File: src/rtl/sdram_arbiter.sv
// Arbitrates periodic auto-refresh, video 8-word burst reads and CPU single-word accesses
// onto one SDRAM controller command port. Optional CPU starvation guard: SDRAM_ARB_STARVE_GUARD_EN.
module sdram_arbiter #(
   parameter int ADDR_W         = 24,
   parameter int DATA_W         = 16,
   parameter int REFRESH_CYCLES = 780,
   parameter int STARVE_MAX     = 4
) (
   input  logic              clk_sdram,
   input  logic              reset,
   input  logic              vid_req,
   input  logic [ADDR_W-1:0] vid_addr,
   output logic              vid_rd_valid,
   output logic [DATA_W-1:0] vid_rd_data,
   output logic              vid_done,
   input  logic              cpu_req,
   input  logic              cpu_we,
   input  logic [ADDR_W-1:0] cpu_addr,
   input  logic [DATA_W-1:0] cpu_wdata,
   output logic              cpu_ack,
   output logic [DATA_W-1:0] cpu_rdata,
   output logic              ctl_cmd_valid,
   input  logic              ctl_cmd_ready,
   output logic              ctl_cmd_refresh,
   output logic              ctl_cmd_burst,
   output logic              ctl_cmd_we,
   output logic [ADDR_W-1:0] ctl_cmd_addr,
   output logic [DATA_W-1:0] ctl_cmd_wdata,
   input  logic              ctl_rd_valid,
   input  logic [DATA_W-1:0] ctl_rd_data,
   input  logic              ctl_done
);

   localparam int TMR_W = (REFRESH_CYCLES > 2) ? $clog2(REFRESH_CYCLES) : 1;
   localparam logic [TMR_W-1:0] TMR_LOAD = TMR_W'(REFRESH_CYCLES - 1);

   if (REFRESH_CYCLES < 2 || STARVE_MAX < 1) begin : g_param_check
      $error("sdram_arbiter: REFRESH_CYCLES must be >= 2 and STARVE_MAX >= 1");
   end

   typedef enum logic [1:0] {IDLE, REFRESH, VIDEO, CPU} state_t;

   state_t           state, state_nxt;
   logic [TMR_W-1:0] tmr;
   logic [1:0]       pend, pend_sub, pend_nxt;
   logic             load_ref, load_vid, load_cpu, finish;
   logic             vid_take, cpu_take, cpu_captured;
   logic             cpu_forced;

`ifdef SDRAM_ARB_STARVE_GUARD_EN
   localparam int SC_W = $clog2(STARVE_MAX + 1);
   logic [SC_W-1:0] starve_cnt;

   assign cpu_forced = cpu_req && (starve_cnt == SC_W'(STARVE_MAX));

   // Counts back-to-back video wins while the CPU is waiting.
   always_ff @(posedge clk_sdram) begin
      if (reset) begin
         starve_cnt <= '0;
      end else if (state == IDLE) begin
         if (!cpu_req || load_cpu)
            starve_cnt <= '0;
         else if (load_vid && starve_cnt != SC_W'(STARVE_MAX))
            starve_cnt <= starve_cnt + SC_W'(1);
      end
   end
`else
   assign cpu_forced = 1'b0;
`endif

   always_comb begin
      state_nxt = state;
      load_ref  = 1'b0;
      load_vid  = 1'b0;
      load_cpu  = 1'b0;
      finish    = 1'b0;
      case (state)
         IDLE: begin
            if (pend != 2'd0) begin
               state_nxt = REFRESH;
               load_ref  = 1'b1;
            end else if (vid_req && !cpu_forced) begin
               state_nxt = VIDEO;
               load_vid  = 1'b1;
            end else if (cpu_req) begin
               state_nxt = CPU;
               load_cpu  = 1'b1;
            end
         end
         default: begin
            // ctl_done only counts once the command has been handed over
            if (!ctl_cmd_valid && ctl_done) begin
               state_nxt = IDLE;
               finish    = 1'b1;
            end
         end
      endcase
   end

   always_comb begin
      vid_take = (state == VIDEO) && ctl_rd_valid;
      cpu_take = (state == CPU) && !ctl_cmd_we && ctl_rd_valid && !cpu_captured;
      pend_sub = pend - 2'((state == REFRESH) && finish);
      pend_nxt = pend_sub;
      if (tmr == '0 && pend_sub != 2'd3)
         pend_nxt = pend_sub + 2'd1;
   end

   always_ff @(posedge clk_sdram) begin
      if (reset)
         state <= IDLE;
      else
         state <= state_nxt;
   end

   always_ff @(posedge clk_sdram) begin
      if (reset) begin
         tmr             <= TMR_LOAD;
         pend            <= 2'd0;
         ctl_cmd_valid   <= 1'b0;
         ctl_cmd_refresh <= 1'b0;
         ctl_cmd_burst   <= 1'b0;
         ctl_cmd_we      <= 1'b0;
         ctl_cmd_addr    <= '0;
         ctl_cmd_wdata   <= '0;
         vid_rd_valid    <= 1'b0;
         vid_rd_data     <= '0;
         vid_done        <= 1'b0;
         cpu_ack         <= 1'b0;
         cpu_rdata       <= '0;
         cpu_captured    <= 1'b0;
      end else begin
         tmr  <= (tmr == '0) ? TMR_LOAD : tmr - TMR_W'(1);
         pend <= pend_nxt;

         if (load_ref || load_vid || load_cpu)
            ctl_cmd_valid <= 1'b1;
         else if (ctl_cmd_ready)
            ctl_cmd_valid <= 1'b0;

         // Command fields are captured once at grant and left alone until the next grant
         if (load_ref) begin
            ctl_cmd_refresh <= 1'b1;
            ctl_cmd_burst   <= 1'b0;
            ctl_cmd_we      <= 1'b0;
            ctl_cmd_addr    <= '0;
            ctl_cmd_wdata   <= '0;
         end else if (load_vid) begin
            ctl_cmd_refresh <= 1'b0;
            ctl_cmd_burst   <= 1'b1;
            ctl_cmd_we      <= 1'b0;
            ctl_cmd_addr    <= vid_addr;
            ctl_cmd_wdata   <= '0;
         end else if (load_cpu) begin
            ctl_cmd_refresh <= 1'b0;
            ctl_cmd_burst   <= 1'b0;
            ctl_cmd_we      <= cpu_we;
            ctl_cmd_addr    <= cpu_addr;
            ctl_cmd_wdata   <= cpu_wdata;
         end

         vid_rd_valid <= vid_take;
         if (vid_take)
            vid_rd_data <= ctl_rd_data;

         if (load_cpu)
            cpu_captured <= 1'b0;
         else if (cpu_take)
            cpu_captured <= 1'b1;
         if (cpu_take)
            cpu_rdata <= ctl_rd_data;

         vid_done <= finish && (state == VIDEO);
         cpu_ack  <= finish && (state == CPU);
      end
   end

endmodule

File: config.mk
export PLATFORM = sky130hd
export DESIGN_NAME = sdram_arbiter
export DESIGN_NICKNAME = d
export VERILOG_FILES = /design/src/rtl/sdram_arbiter.sv
export SDC_FILE = /design/constraint.sdc
export NUM_CORES = 1
export LEC_CHECK = 0
export ABC_CLOCK_PERIOD_IN_PS = 2800
export CORE_AREA = 2 2 90 113
export DETAILED_ROUTE_END_ITERATION = 8
export DIE_AREA = 0 0 92 115
export MAX_ROUTING_LAYER = met4
export PLACE_DENSITY = 0.79
export SLEW_MARGIN = 10
export SYNTH_ARGS = -nofsm -noshare
export SYNTH_HDL_FRONTEND = slang
export SYNTH_SLANG_ARGS = --single-unit
File: constraint.sdc
create_clock -name clk_sdram -period 2.8 [get_ports clk_sdram]
set_input_delay 0.56 -clock clk_sdram [delete_from_list [all_inputs] [get_ports clk_sdram]]
set_output_delay 0.56 -clock clk_sdram [all_outputs]
set_load 0.005 [all_outputs]
* Yosys cells after proc, flatten, opt, wreduce, memory -nomap -nowiden
Cells that the tools add are included.
Storage, ports and cells: flip-flop bits (word level) 94, input bits 88, output and inout bits 79
Cells by class: add/sub/neg operators 3, equality and inequality tests 5, muxes and demuxes 25, reduce and logical (&&, ||, !) cells 26
Operators by type and width (number):
- two-way mux 24 bit | 2
- two-way mux 1 bit | 17
- two-way mux 2 bit | 6
- logical NOT 10 bit | 1
- subtractor 10 x 1 -> 10 bit (second input constant) | 1
- logical AND 1 bit | 9
- nonzero test 2 bit | 4
- OR reduction 2 bit | 3
- == test 2 bit (second input constant) | 2
- inequality test 4 bit (second input constant) | 1
- logical NOT 1 bit | 3
- nonzero test 3 bit | 1
- OR reduction 3 bit | 1
- adder 2 x 1 -> 2 bit (second input constant) | 1
- == test 2 x 1 -> 1 bit (second input constant) | 1
- logical NOT 2 bit | 1
- logical OR 1 bit | 2
- inequality test 2 bit (second input constant) | 1
- AND reduction 2 bit | 1
- subtractor 2 x 1 -> 2 bit | 1

* Longest topological paths before layout
depth after elaboration 9, gate-level depth with buffers 7, depth with buffers taken out 7

* Least setup slack after synthesis
OpenSTA, ideal clock, no wires.
kind in2reg, start point in ctl_done, end point reg pend[0], library setup time 121 ps, data arrival time 1981 ps, data required time 2679 ps, setup slack 699 ps, stages 7, buffers on the path 0, cell sequence inv_1 nor4b_1 ha_1 xor2_1 ha_1 nor4_4 mux2_2
On the way: word-level cells in the longest chain between the ends 8, elaborated cells between the ends (all ways) 9, those cells by class add/sub (2); eq/ne (1); mux (3); reduce/logical (3)
RTL lines:
- start, declared | line 31 | input logic ctl_done
- logical AND 1 bit (*) | line 92 | if (!ctl_cmd_valid && ctl_done) begin
- two-way mux 1 bit (*) | line 92
- two-way mux 1 bit (*) | line 77 | case (state)
- logical AND 1 bit (*) | line 103 | pend_sub = pend - 2'((state == REFRESH) && finish);
- subtractor 2 x 1 -> 2 bit (*) | line 103
- parallel branches: the longest is 2 deep, another holds adder 2 x 1 -> 2 bit
- two-way mux 2 bit (*) | line 105 | if (tmr == '0 && pend_sub != 2'd3)
- end signal, assigned | line 134 | pend <= pend_nxt;
- end, declared | line 45 | logic [1:0] pend, pend_sub, pend_nxt;
Every way passes the cells marked *. A chain may end at the register's enable or synchronous reset.

* Final worst setup path
Ends and elaborated chain as after synthesis.

==> impl_results.md <==
* Synth Warn # at 0
* Met3 usage at 5.64%
* Synth top area cells: dfxtp_1 (47%), a21oi_1 (10%), mux2i_1 (6.3%)
* Routed WL at roughly 11000 um
* Placed insts at just over 700
* Vias at 3889
* Status: complete, no violations
* CP endpoint kind: register
* Critical path class: input pin to register
* Sequential share of power at a little over two fifths
* Crit-path slowest cell: clkdlybuf4s50_1
* Switching share of total power at about a quarter
* #FFs+latches synth at 94
* Crit path max fanout at 4
* Unrepaired setup endpoints after global routing: no
* Via density at ~5.4
* Final Util at 63.1%
* Clk_lat worst skew at 0.34 ns
* DP Worst Slack at around 0.088 ns
* Maximum vdd drop at roughly 470 uV
* Synthesized cell area at roughly 4000 um^2
* Commonest cells post-synth: dfxtp_1 (94), a21oi_1 (83), o21ai_0 (43)
* Synth Flop Type: dfxtp_1
* CTS Hold Buffers Added at 0
* DRC viols at 0
* # port buffers at between 150 and 200
* CTS Sinks at between 90 and 100
* H-tree Lvls at 3
* Final slew viol count at 0
* Max-slew headroom at around half
* Sequential fraction of the synthesis area at 47.2%
* Cell Rows at 40
* Clk_skew at slightly below 0.007 ns
* Layout Cells excl Fill at 723
* Peak Freq at approximately 0.43 GHz
* Pwr Density at 610 nW/um^2
* Vias in the first global route at about 3700
* Die Area at 10600 um^2
* Number of inserted diodes at 0
* Detail Placement HPWL at 8340 um
* DR pass1 iterations at 4
* EDFF count, synth at 0
* Cell family with most CP delay: simple AND/OR/NAND/NOR gates
* Psw at 0.964 mW
* Final Hold Fails at 0
* Tcrit/Tclk final at between 80% and 90%
* WL/cell at around 16 um
* Largest net degree at the start of global routing at 44
* TritonCTS clock tree: done
* ANT nets after route at 0
* Finish-stage setup viols at 0
* Io pins at about 170
* CP Data Required Time at 3.03 ns
* Clock Power Share at 35.7%
* Hold/Removal Path Class: register to register
* Share of cells above drive strength 1 at under 10%
* Placed inst area at between 5000 and 6000 um^2
* Yosys top cell area share at a little under half
* Synthesized netlist cell count at around 450
* Initial antenna violation count at 0
* Die W at 92 um
* Core area at approximately 9500 um^2
* Worst hold slack at between 0.3 and 0.4 ns
* Syn_nets at 540
* Worst path cell trace: clkdlybuf4s50_1 -> inv_1 -> nor4b_1 -> ha_1 -> xor2_1 -> ha_1 -> nor4_4 -> mux2_2
* Critical path launch point type: input pin
* Slowest Stage Delay on Critical Path at 0.48 ns
* Min cycle time layout at between 2 and 2.5 ns
* Fin worst setup slack at roughly 0.45 ns
* First DRT Iteration DRCs at approximately 180
* Async set-reset flop share out of synthesis at 0%
* First-pass GRT wire length at roughly 18000 um
* Root Buffer: clkbuf_16
* Layout area overhead at 50.5%
* NumNets Final at just under 700
* Met2 global-route usage at 37.4%
* GR Layer Usage met1 at 24.2%
* Slew @ Worst Pin at 0.746 ns
* Total power at about 3.7 mW
* Total Routing Usage GR at between 20 and 25%
* GR peak layer: met2
* Clock slew at reported path FFs at 0.07 ns
* Leakage at approximately 2.1 nW
* Pint at 2.70 mW
* Maxcap violations at 0
* Gpl congestion at approximately 0.81
* CTS max path bufs at 2
* Leading area contributor after synthesis: dfxtp_1
* Crit path buf inv count at 2
* Die Ht at approximately 120 um
* Most frequent cell after synthesis: dfxtp_1
* Yosys cell types at 40
* Initial Utilization at approximately two fifths
* Final setup TNS at 0 ns
* Combinational share of power at approximately 22%
* Post-CTS Setup Inserts at 0
* Syn_area_per_cell at a little under 9 um^2
* CTS buffer count at 9
* Post-CTS resize count at 0
* Design Area, Final at around 6000 um^2
* CP Data Arrival Time at approximately 2.6 ns
* CP most frequent cell: ha_1
* GRT overflow at 0
==> final timing paths <==
path	from	to	slack [ns]	cells after the start
setup reg to reg	state[0]	ctl_cmd_addr[1]	0.59	3
hold reg to reg	tmr[0]	tmr[0]	0.39	1
setup / recovery	ctl_done	pend[0]	0.45	8
hold / removal	tmr[0]	tmr[0]	0.39	1
==> flip-flops by register name, summed over array words and instances, names as in the netlist, 2 cells and up <==
register,count
cpu_rdata,16
ctl_cmd_addr,24
ctl_cmd_wdata,16
pend,2
state,2
tmr,10
vid_rd_data,16
==> metal layers <==
metal	share of wire (%)	vias up	wire length, um
li1	-	1922	-
met1	40	1786	4540
met2	51	168	5690
met3	7.3	13	825
met4	1.5	0	173
met5	0	-	0
==> cell families after synthesis <==
kind of cell               after synthesis  share of synthesized area (%)
AOI/OAI and AO/OA                      161                           23.2
and+or+nand+nor                        116                           16.6
muxes                                   26                           6.56
buffers and inverters                   47                           5.11
xor gates and xnor gates                 2                          0.439
adders and majority gates                3                          0.941
DFF                                     94                           47.2
==> power by group through the flow <==
stage	combinational (mW)	clock [mW]	sequential [mW]
after floorplan	0.397	0	1.56
after global placement	0.799	0	1.57
after detailed placement	0.814	0	1.57
after CTS	0.818	1.33	1.54
after global routing	0.892	1.40	1.56
final	0.814	1.31	1.54
==> placed cells by master (no fill, tap or decap), types with 2 or more instances in the layout <==
master           Yosys  layout
clkdlybuf4s50_1      0     166
dfxtp_1             94      94
a21oi_1             83      83
o21ai_0             43      43
nand2_1             40      40
mux2i_1             25      25
a311oi_1            24      24
nand3_1             19      19
nand3b_1            17      17
clkbuf_16            0       9
nor2_1               7       7
buf_4                0       7
or3_1                6       6
inv_1                5       5
or4_1                5       5
nand2b_1             4       4
nor3_1               4       4
or2_2                3       3
o31ai_1              3       3
ha_1                 3       3
clkinvlp_4           0       3
xor2_1               2       2
nor4_4               2       2
o21ai_1              2       2
bufinv_16            0       2
==> final cells by class <==
class | instances | area [um^2]
flip-flops and latches | 94 | 1880
fillers | 824 | 3500
clock inverters | 5 | 82.6
well taps | 126 | 158
multi-input cells | 308 | 1900
clock buffers | 11 | 243
inverters | 6 | 22.5
repair buffers | 173 | 1710
No activity file was read; power rests on OpenSTA's default activity.
